$ cat src/rtl/fetch_pkg.sv
// Shared types and constants for the multicycle instruction fetch sequencer.
package fetch_pkg;

  typedef enum logic [1:0] {F_IDLE, F_REQ, F_DONE, F_FAULT} fetch_state_t;

  localparam logic [31:0] NOP_INSTR      = 32'h0000_0013;
  localparam logic        FAULT_MISALIGN = 1'b0;
  localparam logic        FAULT_TIMEOUT  = 1'b1;

  function automatic logic is_aligned(input logic [1:0] addr_lsbs);
    return (addr_lsbs == 2'b00);
  endfunction

endpackage

$ cat src/rtl/fetch_watchdog.sv
// Request watchdog: clear/enable up-counter whose terminal count flags the
// last allowed REQ cycle without a memory response.
module fetch_watchdog #(
  parameter int TIMEOUT_CYCLES = 255
) (
  input  logic clk,
  input  logic reset_n,
  input  logic clear,
  input  logic enable,
  output logic expire
);

  localparam int W = $clog2(TIMEOUT_CYCLES + 1);
  localparam logic [W-1:0] LAST = W'(TIMEOUT_CYCLES - 1);
  localparam logic [W-1:0] MAX  = W'(TIMEOUT_CYCLES);

  logic [W-1:0] count;

  always_ff @(posedge clk or negedge reset_n) begin
    if (!reset_n) begin
      count <= '0;
    end else if (clear) begin
      count <= '0;
    end else if (enable && (count != MAX)) begin
      count <= count + 1'b1;
    end
  end

  // Asserted in the cycle whose increment would reach the limit.
  assign expire = enable && (count == LAST);

endmodule

$ cat src/rtl/instr_fetch_unit.sv
// Multicycle fetch sequencer: owns the PC, handshakes with instruction memory
// and hands each fetched word to the PC/IR capture register.
module instr_fetch_unit
  import fetch_pkg::*;
#(
  parameter logic [31:0] RESET_PC       = 32'h0000_0000,
  parameter int          TIMEOUT_CYCLES = 255
) (
  input  logic        clk,
  input  logic        reset_n,
  input  logic        fetch_start,
  input  logic        PCWrite,
  input  logic [31:0] PCNext,
  output logic        imem_req,
  output logic [31:0] imem_addr,
  input  logic        imem_ready,
  input  logic [31:0] imem_rdata,
  output logic [31:0] PC,
  output logic [31:0] Instr,
  output logic        IRWrite,
  output logic        fetch_busy,
  output logic        fetch_fault,
  output logic        fault_cause
);

  fetch_state_t state;
  logic [31:0]  pc_q;
  logic [31:0]  pend_pc;
  logic         pend_valid;
  logic [31:0]  eff_pc;
  logic [31:0]  deferred_pc;
  logic         wd_clear;
  logic         wd_en;
  logic         wd_expire;

  assign PC        = pc_q;
  assign imem_addr = pc_q;

  // A write in the same cycle as a start takes effect before the alignment check.
  assign eff_pc = PCWrite ? PCNext : pc_q;

  // On leaving REQ/DONE, the newest buffered write wins, including one arriving this cycle.
  assign deferred_pc = PCWrite ? PCNext : (pend_valid ? pend_pc : pc_q);

  assign wd_clear = (state != F_REQ);
  assign wd_en    = (state == F_REQ) && !imem_ready;

  fetch_watchdog #(
    .TIMEOUT_CYCLES(TIMEOUT_CYCLES)
  ) u_watchdog (
    .clk    (clk),
    .reset_n(reset_n),
    .clear  (wd_clear),
    .enable (wd_en),
    .expire (wd_expire)
  );

  always_ff @(posedge clk or negedge reset_n) begin
    if (!reset_n) begin
      state       <= F_IDLE;
      pc_q        <= RESET_PC;
      pend_pc     <= '0;
      pend_valid  <= 1'b0;
      Instr       <= NOP_INSTR;
      IRWrite     <= 1'b0;
      imem_req    <= 1'b0;
      fetch_busy  <= 1'b0;
      fetch_fault <= 1'b0;
      fault_cause <= 1'b0;
    end else begin
      IRWrite <= 1'b0;
      case (state)
        F_IDLE: begin
          if (PCWrite) pc_q <= PCNext;
          if (fetch_start) begin
            if (is_aligned(eff_pc[1:0])) begin
              state      <= F_REQ;
              imem_req   <= 1'b1;
              fetch_busy <= 1'b1;
            end else begin
              state       <= F_FAULT;
              fetch_fault <= 1'b1;
              fault_cause <= FAULT_MISALIGN;
            end
          end
        end
        F_REQ: begin
          if (PCWrite) begin
            pend_pc    <= PCNext;
            pend_valid <= 1'b1;
          end
          if (imem_ready) begin
            Instr    <= imem_rdata;
            IRWrite  <= 1'b1;
            imem_req <= 1'b0;
            state    <= F_DONE;
          end else if (wd_expire) begin
            pc_q        <= deferred_pc;
            pend_valid  <= 1'b0;
            imem_req    <= 1'b0;
            fetch_busy  <= 1'b0;
            fetch_fault <= 1'b1;
            fault_cause <= FAULT_TIMEOUT;
            state       <= F_FAULT;
          end
        end
        F_DONE: begin
          pc_q       <= deferred_pc;
          pend_valid <= 1'b0;
          fetch_busy <= 1'b0;
          state      <= F_IDLE;
        end
        F_FAULT: begin
          if (PCWrite) begin
            pc_q        <= PCNext;
            fetch_fault <= 1'b0;
            fault_cause <= 1'b0;
            state       <= F_IDLE;
          end
        end
        default: begin
          state      <= F_IDLE;
          imem_req   <= 1'b0;
          fetch_busy <= 1'b0;
        end
      endcase
    end
  end

endmodule
$ cat config.mk
export PLATFORM = sky130hd
export DESIGN_NAME = instr_fetch_unit
export DESIGN_NICKNAME = d
export VERILOG_FILES = /design/src/rtl/fetch_pkg.sv /design/src/rtl/fetch_watchdog.sv /design/src/rtl/instr_fetch_unit.sv
export SDC_FILE = /design/constraint.sdc
export NUM_CORES = 1
export LEC_CHECK = 0
export BUFFER_PORTS_ARGS = -buffer_cell sky130_fd_sc_hd__buf_2
export CAP_MARGIN = 15
export CORE_UTILIZATION = 55
export DETAILED_ROUTE_END_ITERATION = 10
export GPL_TIMING_DRIVEN = 0
export PLACE_DENSITY = 0.86
export SLEW_MARGIN = 5
export SYNTH_ARGS = -nofsm -noshare
export SYNTH_HDL_FRONTEND = slang
export SYNTH_SLANG_ARGS = --single-unit
$ cat constraint.sdc
create_clock -name clk -period 5.1 [get_ports clk]
set_input_delay 0.51 -clock clk [delete_from_list [all_inputs] [get_ports clk]]
set_output_delay 0.51 -clock clk [all_outputs]
set_load 0.005 [all_outputs]
== Word-level counts from Yosys, hierarchy flattened ==
Index checks and enable logic that the tools add are counted.
Cells by class
  $add $sub $neg: 1
  mux-type cells: 36
  reductions and logical operators: 20
  equality and inequality tests: 14
Operators by type and width (count)
  2-to-1 mux 32 bit: 5
  one-hot mux 32 bit (3 select lines): 1
  2-to-1 mux 1 bit: 17
  2-to-1 mux 8 bit: 2
  2-to-1 mux 2 bit: 5
  != test 2 bit, second input constant: 5
  one-hot mux 1 bit (3 select lines): 3
  adder 8 x 1 -> 8 bit, second input constant: 1
  == test 8 bit, second input constant: 1
  != test 8 bit, second input constant: 1
  one-hot mux 2 bit (4 select lines): 1
  != test 2 x 1 -> 1 bit, second input constant: 3
  AND reduction 2 bit: 3
  AND reduction 3 bit: 2
  AND reduction 6 bit: 1
  nonzero test 2 bit: 3
  nonzero test 3 bit: 2
  AND reduction 5 bit: 1
  == test 2 bit, second input constant: 2
  logical NOT 2 bit: 2
  one-hot mux 1 bit (2 select lines): 2
  AND reduction 4 bit: 1
  logical AND 1 bit: 3
  != test 3 x 2 -> 1 bit, second input constant: 1
  other kinds (3): 3
Storage, ports and cells
  output and inout port bits: 101
  bits of input ports: 69
  bits in registers: 112

== Depth between registers and ports, before layout ==
Gate-level depths: netlist of run 1.
  depth in word-level cells: 6
  gate-level depth with buffers: 8
  depth with buffers taken out: 6

== Cells and area by module ==
From an unflattened synthesis of run 1, not the netlist that was laid out.
Unflattened totals
  cells, all modules: 415
  area total of the unflattened synthesis: 5076.1 µm²
By module, submodules not included
  instr_fetch_unit: cells an instance 364, times used 1, seq. area each 2606.2 µm², area an instance 4575.6 µm²
  fetch_watchdog: cells an instance 51, times used 1, seq. area each 200.2 µm², area an instance 500.5 µm²

== Worst setup path after synthesis of run 1 ==
OpenSTA, ideal clock, no wires.
  kind: register -> register
  from: reg state[0]
  to: reg pc_q[22] (netlist: PC[22])
  stages on the path, launching flop included: 9
  path slack: 3.340 ns
  data required time: 4.976 ns
  library setup time: 0.124 ns
  buffers on the path: 2
  arrival: 1.636 ns
  path through: dfrtp_1 -> inv_1 -> ha_1 -> and2_1 -> buf_2 -> clkbuf_1 -> nand3b_1 -> a21oi_1 -> a211o_1
Between the ends
  word-level cells in the longest chain between the ends: 5
  elaborated cells on any way between the ends: 12
  those cells by class: eq/ne: 6; mux: 1; reduce/logical: 5
RTL lines
  from (decl): RTL line instr_fetch_unit.sv:26  | fetch_state_t state;
  from (signal assigned): RTL line instr_fetch_unit.sv:60  | state <= F_IDLE;
  from (signal assigned): RTL line instr_fetch_unit.sv:77  | state <= F_REQ;
  from (signal assigned): RTL line instr_fetch_unit.sv:81  | state <= F_FAULT;
  == test 2 x 1 -> 1 bit: RTL line instr_fetch_unit.sv:46, instr_fetch_unit.sv:72
  logical AND 1 bit: RTL line instr_fetch_unit.sv:46  | assign wd_en = (state == F_REQ) && !imem_ready;
  logical AND 1 bit: RTL line fetch_watchdog.sv:30  | assign expire = enable && (count == LAST);
  != test 2 x 1 -> 1 bit (no source line)
  AND reduction 3 bit (no source line)
  to (signal assigned): RTL line instr_fetch_unit.sv:74  | if (PCWrite) pc_q <= PCNext;
  to (signal assigned): RTL line instr_fetch_unit.sv:98  | pc_q <= deferred_pc;
  to (signal assigned): RTL line instr_fetch_unit.sv:108  | pc_q <= deferred_pc;
  to (decl): RTL line instr_fetch_unit.sv:27  | logic [31:0] pc_q;
Parallel ways exist; a longest one is shown, timed or not.
A chain may end at the register's enable or synchronous reset.

== Worst setup path after layout of run 1 ==
  from: reg state[0]
  to: reg pc_q[3] (netlist: PC[3])
The elaborated chain is that of the path after synthesis.

==> qor.txt, run 1 <==
# hold bufs at CTS -> 0
first-pass GRT wire length -> 19.9 mm
sequential element share of the synthesized area -> 0.500
post-synthesis adder-cell area fraction -> 0.0156
internal power -> 2.60 mW
Core Footprint -> 9820 sq um
WP data required -> 5.41 ns
Synth Area in XOR/XNOR -> 0.00624
Total Routed Length -> 12.4 mm
Crit Path Max Fanout -> 10
Max VDD drop -> 0.308 mV
Crit Path Class -> flop to flop
non-filler cells, final -> 804
wl on met1 -> 5.31 mm
Clock Skew -> 0.0148 ns
Final Slew Violations -> 0
synth-to-layout area growth -> 21.8%
initial drt markers -> 177
switching share of power -> 0.359
Yosys cell types -> 45
number of synthesized register bits -> 112
share of layout cells above drive strength 1 -> 0.464
Clk pin slew, worst setup/hold paths -> 0.10 ns
power per cell area -> 593 nW/um^2
initial antenna violation count -> 1
number of global-route vias before repair -> 4,201
port bufs -> 169
final period utilization -> 0.411
combinational share of power -> 0.488
crit path DAT -> 2.40 ns
Synth Area in Compound Gates -> 0.114
Syn Inst Count -> 484
met2 WL post-DR -> 5.91 mm
Ports -> 170
critical path cell sequence -> inv_1 > ha_1 > and2_1 > buf_2 > clkbuf_1 > nand3b_1 > a21oi_1 > a211o_1
Worst Slack Setup Final -> 3.01 ns
multiplexer area fraction after synthesis -> 0.145
HPWL Detailed -> 9.17 mm
number of max-cap violations -> 0
main combinational cell family by area after synthesis -> multiplexers
CTS tree -> built
final net count -> 741
Die X -> 103 um
Starting Density -> 0.571
Yosys top cell by area -> dfrtp_1
vias per inst -> 5.38
Final setup viols -> 0
CP max stage delay -> 0.42 ns
ANT nets after route -> 0
relative max-transition margin -> 0.642
RSZ-0062 raised after global routing -> false
gpl congestion -> 0.834
DRC Markers -> 0
crit start category -> flop
crit end category -> flop
post-synthesis simple-gate area fraction -> 0.135
fin crit period -> 2.09 ns
clock latency on the worst-skew pair -> 0.37 ns
status -> finished clean
Tightest Pin Transition -> 0.537 ns
Fmax -> 0.477 GHz
clock share of power -> 0.120
top cell type's share of synthesized area -> 0.486
synth top area cells -> dfrtp_1 49%, mux2_2 13%, buf_4 5.1%, a211o_1 5.0%, nand3b_1 4.1%
Overflow after GRT -> 0
switching pwr -> 1.45 mW
CTS Buf Count -> 9
Clock Path Buffers -> 2
Top Layer Used -> met4
Clock Sinks -> 112
H-Tree Depth -> 3
vias post-DR -> 4,326
GRT Total Usage -> 0.245
CP max-delay cell -> dfrtp_1
wire per inst -> 15.4 um
pre-CTS setup slack -> 3.06 ns
Post-synth ARST share -> 1.00
Most used DFF post-synth -> dfrtp_1
number of core rows -> 36
most common cell in the netlist -> dfrtp_1
Post-CTS Setup Bufs -> 0
Hold Fails Final Rpt -> 0
Post-Route Setup TNS -> 0 ns
Netlist Area Pre-Place -> 5610 sq um
Initial DRT Pass Iterations -> 4
HP Class -> input pin to asynchronous set/reset pin
post_cts resized -> 0
LEAKAGE -> 3.36 nW
cell count after placement -> 787
Chip Height -> 103 um
Mapped Avg Cell Area -> 11.6 sq um
top post-synthesis cells by count -> 109 x dfrtp_1, 66 x mux2_2, 38 x buf_4, 38 x nand2_1, 34 x a21oi_1
sequential group share of total power -> 0.393
largest net degree at the start of global routing -> 66
Root Buffer -> clkbuf_8
met3 routed WL -> 984 um
Syn Nets -> 560
Post-synth EDFFs -> 0
synth warn -> 0
R2R Setup Slk -> 3.01 ns
Die ar. -> 10,600 sq um
layout make-up:
class / instances / area, sq um
inverter: 9 / 33.8
fill: 738 / 2980
sequential: 112 / 2810
tap: 133 / 166
timing repair buffer: 170 / 880
clock inverter: 4 / 31.3
multi-input combinational: 297 / 2330
buffer: 66 / 439
antenna: 1 / 2.50
clock buffer: 12 / 145
placed cells by master, fill, tap and decap left out, types with 2 or more instances in the layout:
cell type,instances
dfstp_2,3
inv_1,9
a211o_1,32
o31a_1,2
nand4_1,3
clkbuf_8,10
clkbuf_1,16
nand4b_1,2
xnor2_1,4
o21ai_0,4
nor2_1,7
dfrtp_1,109
a211oi_2,2
nand2b_1,4
a21oi_1,34
nand2_1,38
a211oi_1,2
buf_2,177
nand3_1,3
buf_4,38
nand3b_1,31
mux2_2,66
mux2i_1,6
clkinvlp_4,3
ha_1,7
buf_6,6
nor3b_1,30
kinds of logic (layout without fill, tap and decap cells):
logic type               count (synthesis)  after routing
XOR/XNOR                                 4              4
AND/OR/NAND/NOR                        125            125
buffers and inverters                   75            261
adder cells (fa/ha/maj)                  7              7
AO/OA/AOI/OAI                           88             88
multiplexers                            73             73
other                                    0              1
flip-flops                             112            112
worst paths after layout:
| kind | to | cells after the start | start |
|---|---|---|---|
| setup / recovery | PC[3] | 8 | state[0] |
| hold / removal | PC[7] | 1 | reset_n |
| setup reg to reg | PC[3] | 8 | state[0] |
| hold reg to reg | fault_cause | 1 | fault_cause |
| max in group asynchronous | Instr[4] | 2 | reset_n |
| min in group clk | Instr[1] | 2 | imem_rdata[1] |
critical path, delay by kind of cell, from the launching register on:
kind / cells / cell delay, ns
adder cells (fa/ha/maj): 1 / 0.34
AND/OR/NAND/NOR: 2 / 0.30
buffers and inverters: 3 / 0.67
AO/OA/AOI/OAI: 2 / 0.31
flip-flops: 1 / 0.42
routing by layer:
metal,up-vias,GRT usage
li1,2055,-
met1,2069,0.311
met2,182,0.408
met3,20,0.0637
met4,0,0.0845
met5,-,0
metrics by stage:
stage | area [sq um] | power, mW | util | hold slack (ns)
finish | 6840 | 4.05 | 0.696 | 0.0562
global route | 6840 | 4.38 | 0.696 | 0.0745
CTS | 6830 | 4.09 | 0.696 | 0.0702
detailed placement | 6660 | 3.60 | 0.678 | 0.473
global placement | 6620 | 3.49 | 0.674 | 0.461
floorplan | 5610 | 2.87 | - | 0.214
registers in the layout (all words and copies together), names as in the netlist:
signal            count
IRWrite               1
Instr                32
PC                   32
fault_cause           1
fetch_busy            1
fetch_fault           1
imem_req              1
pend_pc              32
pend_valid            1
state                 2
u_watchdog.count      8
power groups by stage:
| stage | sequential (mW) | combinational, mW | clock, mW |
|---|---|---|---|
| 2_1_floorplan | 1.58 | 1.29 | 0 |
| 3_3_place_gp | 1.57 | 1.92 | 0 |
| 3_5_place_dp | 1.60 | 2.00 | 0 |
| 4_1_cts | 1.59 | 2.00 | 0.497 |
| 5_1_grt | 1.65 | 2.21 | 0.522 |
| 6_report | 1.59 | 1.98 | 0.486 |
No activity file was read; power rests on OpenSTA's default activity.
==> run 2, diff against run 1 <==
Settings changed: CORE_UTILIZATION 55 to 47, PLACE_DENSITY 0.86 to 0.78.
Clock period 5.1 ns to 1.85 ns, I/O delays scaled along.
==> run 2 against run 1 <==
Effect of this change: the run now ends with design-rule violations left; clock power rose to 4.2 times the previous value; cell count up 1.7%; combinational power rose to 2.9 times the previous value; worst hold slack improved by 0.0035 ns; via count is 1.4% higher; global-route usage shrank 2.7 points; largest power group unchanged; highest routed layer unchanged.
==> qor.txt, run 2 (synthesis gave the netlist of run 1 again) <==
status -> finished with violations
failing checks -> design-rule violations
number of core rows -> 39
Chip Height -> 111 um
Clock Skew -> 0.00736 ns
vias per inst -> 5.36
fin crit period -> 1.80 ns
Crit Path Class -> flop to flop
pre-CTS setup slack -> -0.205 ns
HPWL Detailed -> 9.62 mm
Crit Path Max Fanout -> 10
Clock Path Buffers -> 2
RSZ-0062 raised after global routing -> true
Tightest Pin Transition -> 0.559 ns
number of global-route vias before repair -> 4,402
commonest non-fill, non-tap cells in the layout -> 175 x buf_2, 109 x dfrtp_1, 66 x mux2_2, 47 x buf_4, 37 x nand2_1
CTS tree -> built
LEAKAGE -> 3.49 nW
crit end category -> flop
power per cell area -> 1730 nW/um^2
clock share of power -> 0.167
share of layout cells above drive strength 1 -> 0.487
cell count after placement -> 797
Post-Route Setup TNS -> 0 ns
final net count -> 746
Max VDD drop -> 0.841 mV
switching pwr -> 4.21 mW
Die ar. -> 12,400 sq um
Initial DRT Pass Iterations -> 8
Clk pin slew, worst setup/hold paths -> 0.07 ns
GRT Total Usage -> 0.218
Clock Sinks -> 112
sequential group share of total power -> 0.360
Hold Fails Final Rpt -> 0
grt met3 use -> 0.0508
Root Buffer -> clkbuf_16
final period utilization -> 0.972
relative max-transition margin -> 0.628
internal power -> 8.06 mW
crit start category -> flop
Worst Slack Setup Final -> 0.0518 ns
port bufs -> 169
Ports -> 170
number of max-cap violations -> 0
initial antenna violation count -> 0
most common cell after layout, fill and taps aside -> buf_2
non-filler cells, final -> 818
Core Footprint -> 11,500 sq um
# diodes -> 0
met2 Usage GRT -> 0.366
largest net degree at the start of global routing -> 62
vias post-DR -> 4,387
switching share of power -> 0.343
HP Class -> input pin to flop
synth-to-layout area growth -> 26.7%
GR peak layer -> met2
filler instances -> 945
Core Util, Final -> 0.617
Hold Slack -> 0.0597 ns
dpl cell area -> 6670 sq um
WP data required -> 2.09 ns
Fmax -> 0.556 GHz
Overflow after GRT -> 0
Die X -> 111 um
M1 GR Usage -> 0.272
DRC Markers -> 28
initial drt markers -> 261
register area -> 2810 sq um
crit path DAT -> 2.04 ns
multi-input logic area -> 2380 sq um
first-pass GRT wire length -> 21.4 mm
H-Tree Depth -> 3
Total Routed Length -> 13.2 mm
ANT nets after route -> 0
gpl congestion -> 0.768
CTS Buf Count -> 9
combinational share of power -> 0.473
Final setup viols -> 0
finished layout cell area -> 7110 sq um
clock latency on the worst-skew pair -> 0.35 ns
wire per inst -> 16.1 um
Starting Density -> 0.487
power consumption -> 12.3 mW
Final Slew Violations -> 0
run 2: changes by cell type in the layout (fill, tap and decap cells not counted), sizes merged:
cell,delta
buf,+8
clkinvlp,-3
clkbuf,-2
bufinv,+1
diode,-1
dlygate4sd3,+1
run 2: repair_timing:
item                                    4_1_cts  5_1_grt
hold buffers                                  1        0
buffers inserted                              1        3
endpoints found under the hold margin        48        0
endpoints found under the setup margin       38       65
gates resized for setup                      14       17
pin swaps                                     0        1
run 2: power by group through the flow:
stage	Clock [mW]	Sequential, mW	Combinational, mW
floorplan	0	4.37	3.56
global placement	0	4.33	5.34
detailed placement	0	4.44	5.55
CTS	2.10	4.41	5.69
global route	2.18	4.57	6.34
finish	2.05	4.41	5.81
run 2: final timing paths:
kind	startpoint	to	slack [ns]	cells after the start
worst max-delay path	u_watchdog.count[0]	fetch_fault	0.05	7
worst min-delay path	imem_rdata[29]	Instr[29]	0.06	2
worst max register to register	u_watchdog.count[0]	fetch_fault	0.05	7
worst min register to register	fetch_busy	fetch_busy	0.49	1
max in group asynchronous	reset_n	pend_pc[6]	0.85	3
min in group asynchronous	reset_n	pend_pc[10]	0.34	2
run 2: metal layers:
metal	vias to the layer above	share of wire
met5	-	0
met3	17	0.068
met4	0	0.017
met1	2143	0.43
met2	161	0.49
li1	2066	-
run 2: layout make-up:
| cell class | instances | area share |
|---|---|---|
| sequential | 112 | 0.395 |
| clock inverter | 2 | 0.00493 |
| timing repair buffer | 175 | 0.129 |
| inverter | 9 | 0.00475 |
| clock buffer | 14 | 0.0400 |
| multi-input combinational | 297 | 0.335 |
| tap | 143 | 0.0252 |
| buffer | 66 | 0.0662 |
run 2: worst max-delay path, cell delays in order, from the launching register on:
cell      delay [ns]
dfrtp_1         0.41
inv_1           0.07
ha_2            0.17
nand4b_1        0.11
o21a_1          0.20
buf_6           0.15
a211oi_4        0.22
mux2_2          0.35
